$ cat config.mk
export PLATFORM = sky130hd
export DESIGN_NAME = fru_cfg_loader
export DESIGN_NICKNAME = d
export VERILOG_FILES = /design/src/rtl/fru_pkg.sv /design/src/rtl/fru_crc8_serial.sv /design/src/rtl/fru_cfg_loader.sv
export SDC_FILE = /design/constraint.sdc
export NUM_CORES = 2
export LEC_CHECK = 0
export CAP_MARGIN = 15
export CORE_ASPECT_RATIO = 0.6
export CORE_MARGIN = 3
export CORE_UTILIZATION = 45
export CTS_BUF_LIST = sky130_fd_sc_hd__clkbuf_8 sky130_fd_sc_hd__clkbuf_16
export DETAILED_ROUTE_END_ITERATION = 12
export GPL_TIMING_DRIVEN = 1
export HOLD_SLACK_MARGIN = 0.12
export PLACE_DENSITY_LB_ADDON = 0.12
export SYNTH_ARGS = -nofsm -noshare
export SYNTH_HDL_FRONTEND = slang
export SYNTH_SLANG_ARGS = --single-unit
$ cat constraint.sdc
create_clock -name clk -period 5.4 [get_ports clk]
set_input_delay 1.08 -clock clk [delete_from_list [all_inputs] [get_ports clk]]
set_output_delay 1.08 -clock clk [all_outputs]
set_load 0.02 [all_outputs]
$ cat src/rtl/fru_pkg.sv
// rtl/fru_pkg.sv - shared types and constants for the FRU configuration path
package fru_pkg;

  typedef enum logic [1:0] {HUNT, LOAD, CHECK} cfg_ld_state_t;

  localparam logic [7:0] CRC8_POLY         = 8'h07;
  localparam logic [7:0] DEFAULT_SYNC_WORD = 8'hA5;

  // M*F filter coefficients of C+3 bits each, plus one PLA enable per S/SEGMENT_SIZE segment.
  function automatic int unsigned fru_cfg_width(input int unsigned m, input int unsigned f,
                                                input int unsigned c, input int unsigned s,
                                                input int unsigned segment_size);
    return m * f * (c + 3) + (s + segment_size - 1) / segment_size;
  endfunction

  localparam int unsigned FRU_CFG_WIDTH = fru_cfg_width(6, 12, 5, 20, 3);

endpackage

$ cat src/rtl/fru_crc8_serial.sv
// rtl/fru_crc8_serial.sv - bit-serial CRC-8 (init 0) over the configuration payload
module fru_crc8_serial
  import fru_pkg::*;
(
  input  logic       clk,
  input  logic       rst,
  input  logic       clr,
  input  logic       en,
  input  logic       bit_in,
  output logic [7:0] crc
);

  always_ff @(posedge clk or negedge rst) begin
    if (!rst) begin
      crc <= '0;
    end else if (clr) begin
      crc <= '0;
    end else if (en) begin
      crc <= {crc[6:0], 1'b0} ^ ((crc[7] ^ bit_in) ? CRC8_POLY : 8'h00);
    end
  end

endmodule

$ cat src/rtl/fru_cfg_loader.sv
// rtl/fru_cfg_loader.sv - serial frame loader; commits a CRC-clean shadow to the live FRU config
module fru_cfg_loader
  import fru_pkg::*;
#(
  parameter int unsigned CFG_WIDTH = FRU_CFG_WIDTH,
  parameter logic [7:0]  SYNC_WORD = DEFAULT_SYNC_WORD,
  parameter int unsigned TIMEOUT   = 1024
) (
  input  logic                 clk,
  input  logic                 rst,
  input  logic                 BitStreamSerialIn,
  input  logic                 BitStreamValid,
  output logic [CFG_WIDTH-1:0] CfgRegFru,
  output logic                 CfgCommit,
  output logic                 CfgError,
  output logic                 Busy
);

  localparam int unsigned      CNT_W     = $clog2(CFG_WIDTH);
  localparam int unsigned      GAP_W     = $clog2(TIMEOUT + 1);
  localparam logic [CNT_W-1:0] LAST_BIT  = CNT_W'(CFG_WIDTH - 1);
  localparam logic [GAP_W-1:0] GAP_LIMIT = GAP_W'(TIMEOUT - 1);
  localparam logic [GAP_W-1:0] GAP_MAX   = GAP_W'(TIMEOUT);

  cfg_ld_state_t        state_q, state_d;
  logic [7:0]           window_q, window_d, rx_crc_q, rx_crc_d, crc;
  logic [7:0]           win_shift, rx_shift;
  logic [CNT_W-1:0]     cnt_q, cnt_d;
  logic [2:0]           crc_cnt_q, crc_cnt_d;
  logic [GAP_W-1:0]     gap_q, gap_d;
  logic [CFG_WIDTH-1:0] shadow_q, shadow_d, cfg_d;
  logic                 commit_d, error_d, crc_clr, crc_en;

  assign win_shift = {window_q[6:0], BitStreamSerialIn};
  assign rx_shift  = {rx_crc_q[6:0], BitStreamSerialIn};
  assign Busy      = (state_q != HUNT);

  fru_crc8_serial u_crc (
    .clk    (clk),
    .rst    (rst),
    .clr    (crc_clr),
    .en     (crc_en),
    .bit_in (BitStreamSerialIn),
    .crc    (crc)
  );

  always_comb begin
    state_d   = state_q;
    window_d  = window_q;
    rx_crc_d  = rx_crc_q;
    cnt_d     = cnt_q;
    crc_cnt_d = crc_cnt_q;
    gap_d     = gap_q;
    shadow_d  = shadow_q;
    cfg_d     = CfgRegFru;
    commit_d  = 1'b0;
    error_d   = 1'b0;
    crc_clr   = 1'b0;
    crc_en    = 1'b0;

    case (state_q)
      HUNT: if (BitStreamValid) begin
        window_d = win_shift;
        if (win_shift == SYNC_WORD) begin
          state_d  = LOAD;
          window_d = '0;
          cnt_d    = '0;
          gap_d    = '0;
          crc_clr  = 1'b1;
        end
      end
      LOAD: if (BitStreamValid) begin
        shadow_d = {shadow_q[CFG_WIDTH-2:0], BitStreamSerialIn};
        crc_en   = 1'b1;
        gap_d    = '0;
        cnt_d    = cnt_q + 1'b1;
        if (cnt_q == LAST_BIT) begin
          state_d   = CHECK;
          crc_cnt_d = '0;
        end
      end
      CHECK: if (BitStreamValid) begin
        rx_crc_d  = rx_shift;
        crc_cnt_d = crc_cnt_q + 1'b1;
        gap_d     = '0;
        if (crc_cnt_q == 3'd7) begin
          if (rx_shift == crc) begin
            cfg_d    = shadow_q;
            commit_d = 1'b1;
          end else begin
            error_d = 1'b1;
          end
          state_d  = HUNT;
          window_d = '0;
        end
      end
      default: state_d = HUNT;
    endcase

    // A stalled frame is abandoned; the live configuration is left untouched.
    if (state_q != HUNT && !BitStreamValid) begin
      if (gap_q != GAP_MAX) gap_d = gap_q + 1'b1;
      if (gap_q == GAP_LIMIT) begin
        error_d  = 1'b1;
        state_d  = HUNT;
        window_d = '0;
        shadow_d = '0;
      end
    end
  end

  always_ff @(posedge clk or negedge rst) begin
    if (!rst) begin
      state_q   <= HUNT;
      window_q  <= '0;
      rx_crc_q  <= '0;
      cnt_q     <= '0;
      crc_cnt_q <= '0;
      gap_q     <= '0;
      shadow_q  <= '0;
      CfgRegFru <= '0;
      CfgCommit <= 1'b0;
      CfgError  <= 1'b0;
    end else begin
      state_q   <= state_d;
      window_q  <= window_d;
      rx_crc_q  <= rx_crc_d;
      cnt_q     <= cnt_d;
      crc_cnt_q <= crc_cnt_d;
      gap_q     <= gap_d;
      shadow_q  <= shadow_d;
      CfgRegFru <= cfg_d;
      CfgCommit <= commit_d;
      CfgError  <= error_d;
    end
  end

endmodule

# Word level (Yosys, flattened, before mapping)
# Cells that the tools add are included.
word_totals:
  register_bits: 1217
op_classes:
  add_sub_neg: 3
  n_eq_ne: 13
  mux: 52
  bitwise: 2
  reduce_logical: 12
ops:
  columns: ["cell", "n"]
  rows:
  - ["583-bit two-way mux", 4]
  - ["8-bit two-way mux", 8]
  - ["11-bit two-way mux", 5]
  - ["10-bit two-way mux", 3]
  - ["11-bit one-hot mux with 2 select lines", 1]
  - ["10-bit one-hot mux with 2 select lines", 1]
  - ["2-bit two-way mux", 8]
  - ["8-bit one-hot mux with 2 select lines", 1]
  - ["1-bit two-way mux", 15]
  - ["3-bit two-way mux", 4]
  - ["4-bit AND reduction", 3]
  - ["11-bit by 1-bit adder with 11-bit output, second input constant", 1]
  - ["11-bit by 10-bit == test with 1-bit output, second input constant", 1]
  - ["11-bit inequality test, second input constant", 1]
  - ["10-bit by 1-bit adder with 10-bit output, second input constant", 1]
  - ["10-bit == test, second input constant", 1]
  - ["2-bit inequality test, second input constant", 5]
  - ["8-bit == test", 1]
  - ["8-bit == test, second input constant", 1]
  - ["2-bit nonzero test", 4]
  - ["8-bit bitwise XOR", 1]
  - ["2-bit one-hot mux with 3 select lines", 1]
  - ["3-bit one-hot mux with 2 select lines", 1]
  - ["3-bit by 1-bit adder with 3-bit output, second input constant", 1]
  - ["9 further kinds", 9]

# Longest topological paths before layout
logic_depth:
  ltp_word: 7
  mapped_depth: 9

# Hierarchy
# Synthesis repeated with hierarchy kept, for this count alone.
unflattened:
  hier_cells: 4048
  area_unflattened_um2: 47266.6
by_module_without_submodules:
  columns: ["module", "n_inst", "cells_each", "area_each_um2"]
  rows:
  - ["fru_cfg_loader", 1, 4016, 46893.7]
  - ["fru_crc8_serial", 1, 32, 372.9]

# Worst setup path after synthesis
# No wires, ideal clock.
synth_path:
  path_type: "in2reg"
  startpoint: "input port BitStreamValid"
  endpoint: "register window_q[1]"
  arrival_ps: 2421
  required_time_ps: 5279
  slack_ps: 2858
  cell_stages: 7
  n_path_buf: 3
  cell_sequence: "clkbuf_1 > nor2_1 > nand3_1 > nor3_2 > clkbuf_1 > buf_2 > nor2_1"
synth_via:
  elab_chain_len: 4
  elab_cells_between_ends: 7
  classes_between: "mux: 5; reduce/logical: 2"
synth_rtl:
  columns: ["item", "line", "text"]
  rows:
  - ["start, declared", "fru_cfg_loader.sv:12", "input logic BitStreamValid,"]
  - ["8-bit two-way mux (on tied branches)", "fru_cfg_loader.sv:82, fru_cfg_loader.sv:62", null]
  - ["8-bit one-hot mux with 2 select lines", "fru_cfg_loader.sv:61", "case (state_q)"]
  - ["8-bit two-way mux", "fru_cfg_loader.sv:103", "if (gap_q == GAP_LIMIT) begin"]
  - ["8-bit two-way mux *", "fru_cfg_loader.sv:101", "if (state_q != HUNT && !BitStreamValid) begin"]
  - ["net window_d[1]", "fru_cfg_loader.sv:26", "logic [7:0] window_q, window_d, rx_crc_q, rx_crc_d, crc;"]
  - ["end signal, assigned", "fru_cfg_loader.sv:126", "window_q <= window_d;"]
  - ["end, declared", "fru_cfg_loader.sv:26", null]
# Mark *: on every way through the listed nets, which the timed path passes. The rest lies on a longest branch.
# A chain may end at the register's enable or synchronous reset.

# Worst setup path after layout
layout_path:
  startpoint: "register state_q[1]"
  endpoint: "output port Busy"
layout_via:
  elab_chain_len: 1
layout_rtl:
  columns: ["item", "line", "text"]
  rows:
  - ["start, declared", "fru_cfg_loader.sv:25", "cfg_ld_state_t state_q, state_d;"]
  - ["start signal, assigned", "fru_cfg_loader.sv:125", "state_q <= state_d;"]
  - ["2-bit nonzero test", "fru_cfg_loader.sv:36", "assign Busy = (state_q != HUNT);"]
  - ["end, declared", "fru_cfg_loader.sv:16", "output logic Busy"]
# No other way between the ends.

==> results_dict.tcl <==
set metrics [dict create \
    slew_viol_final 0 \
    cts_made_buffers 113 \
    finClkSkew_ns 0.0249 \
    tritoncts "built" \
    overflow 0 \
    fin_area_mm2 0.0580 \
    port_buffers 589 \
    fin_tns_setup_ns 0 \
    max-slew-margin-rel_pct 15.3 \
    path_clk_slew_ns 0.07 \
    hold_viol 0 \
    yosys.cell_types.count 50 \
    synth_top_family_by_area "multiplexers" \
    rows 91 \
    ant_nets 0 \
    synth_area_mm2 0.0470 \
    critPathLaunchType "register" \
    yosysMostFrequentCell "dfrtp_1" \
    ys_seq_area_share_pct 64.7 \
    drv_cap 0 \
    use_met2_pct 31.9 \
    grt_pass1_vias 30580 \
    core_mm2 0.103 \
    initial_core_util_pct 45.6 \
    firstDrtPassIters 5 \
    critPathArrivalTime_ns 2.44 \
    antenna_found_initial 2 \
    drive_above_1_share_pct 18.0 \
    insertion_delay_ns 0.71 \
    track_usage_pct 20.8 \
    finalCriticalPeriod_ns 3.52 \
    pre_cts_slack_ns 1.40 \
    dp_hpwl_um 69900 \
    die_w_um 423 \
    synthAdderAreaFrac_pct 0.266 \
    synth_ff_type "dfrtp_1" \
    post-route-period-util_pct 65.2 \
    worstSetupPathType "reg2out" \
    crit_start "state_q[1]" \
    synth-simple-area-share_pct 10.5 \
    cts-root-buf "clkbuf_16" \
    grt_max_degree 177 \
    drc 0 \
    grtUsageMet3_pct 4.80 \
    final_util_pct 56.2 \
    crit_fanout 13 \
    p_total_uw 18000 \
    fp.dieH_um 256 \
    met1_usage_pct 29.5 \
    yosys-top-cells-area "dfrtp_1 65%, mux2_2 14%, nand2_1 9.5%" \
    dieArea_mm2 0.109 \
    synth_warnings 0 \
    cts.sink_count 1216 \
    vias 30837 \
    postCtsSetupRepairBufs 0 \
    cts.repair.resized 0 \
    clk_path_buf_depth 3 \
    avgSynthCellArea_um2 11.7 \
    async_reset_ff_share_pct 100 \
    ys_seq_elements 1216 \
    synth-edff-count 0 \
    htreeDepth 3 \
    grt.busiest_layer "met2" \
    rsz0062_at_grt "no" \
    grt_first_pass_wirelength_um 182000 \
    rr_startpoint "state_q[1]" \
    synthXorXnorAreaFrac_pct 0.261 \
    syn_nets 4040 \
    worstPathRequired_ns 4.32 \
    drt_iter0_drc 2692 \
    irDropWorstVdd_mv 0.291 \
    wl_per_cell_um 18.9 \
    synth_commonest_cells "1216 x dfrtp_1, 1196 x nand2_1, 598 x a21oi_1, 592 x mux2_2, 125 x buf_2" \
    muxShareOfSynthArea_pct 14.2 \
    placed_area_mm2 0.0540 \
    area_delta_synth_final_pct 23.2 \
    hold_buffers 0 \
    tightest_slew_ns 1.27 \
    end_kind "output pin" \
    powerDensity_mw_per_mm2 311 \
    setup_slack_ns 1.88 \
    min_path_type "in2async" \
    place.gp.congestion 0.764 \
    synth_compound_area_share_pct 7.06 \
    ioPinCount 590 \
    yosys.area.top_type "dfrtp_1" \
    finalSetupViolations 0 \
    fmax_ghz 0.284 \
    fin_nets 4527 \
    viasPerCell 5.14 \
    status "finished, final reports clean" \
    p_leak_uw 0.0267 \
    synth_top_area_share_pct 64.7 \
    routed_wl_um 113000 \
    synth_cells 4026 \
]
==> cell families (layout without fill, tap and decap cells) <==
group,Yosys count,after routing
compound gates,643,643
xor+xnor,14,14
fa+ha+maj,10,10
buf+inv,281,860
flops,1216,1216
mux,594,594
other cells,0,3
simple gates,1268,1268
==> worst max-delay path, stage by stage, from the launching register on <==
cell	delay, ns
dfrtp_1	0.40
inv_1	0.11
ha_1	0.43
inv_1	0.15
clkdlybuf4s50_1	0.65
==> stage by stage <==
stage               std cells  hold slack, ns
global placement         5793           0.489
floorplan                4026           0.477
detailed placement       5793           0.494
global route             6002           0.349
CTS                      6000           0.416
finish                   6003           0.299
==> layout by cell type (no fill, tap or decap), types with 3 or more instances in the layout <==
cell type	n
and4_1	3
ha_1	10
nand4_1	9
o21ai_0	10
dfrtp_1	1216
nor3_1	5
bufinv_16	13
nor3b_1	3
a21oi_1	598
clkbuf_16	115
a22oi_1	5
mux2_2	592
clkinv_2	19
nor4_1	3
nand3_1	7
nand2_1	1195
o31ai_1	3
xnor2_1	11
diode_2	3
nor2_1	15
or3_1	4
clkdlybuf4s50_1	588
and3_1	4
or4_1	4
xor2_1	3
buf_4	24
nor2b_1	4
clkbuf_8	24
a31oi_1	3
inv_1	40
buf_12	27
clkinvlp_4	3
==> cell type report <==
class                      instances  area (um2)
clock inverter                    68         696
tap                             1395        1750
clock buffer                     139        3210
timing repair buffer             639        6610
inverter                          14        52.6
sequential                      1216       30400
multi-input combinational       2529       15200
antenna                            3        7.51
fill                            8902       45200
==> path summary, 6_finish.rpt <==
path | endpoint | slack [ns] | cells after the start
max in group asynchronous | CfgRegFru[398] | 3.61 | 2
hold reg to reg | CfgRegFru[342] | 0.50 | 1
setup / recovery | Busy | 1.88 | 4
min in group clk | CfgRegFru[342] | 0.50 | 1
hold / removal | shadow_q[244] | 0.30 | 1
setup reg to reg | shadow_q[192] | 2.44 | 7
==> power by group <==
group          internal, uW  switching, uW
combinational          83.8            376
sequential             9150           47.6
clock                  4820           3520
==> per-layer routing <==
metal,vias up,part of all wire [%]
met3,158,5.0
met1,15622,46
met2,600,46
met4,0,2.8
met5,-,0
li1,14457,-
==> flip-flops by register name, indices dropped and copies added, names as in the netlist <==
signal,flops
rx_crc_q,7
crc_cnt_q,3
CfgRegFru,583
cnt_q,10
shadow_q,583
CfgError,1
u_crc.crc,8
state_q,2
window_q,7
CfgCommit,1
gap_q,11
No activity file was read; power rests on OpenSTA's default activity.
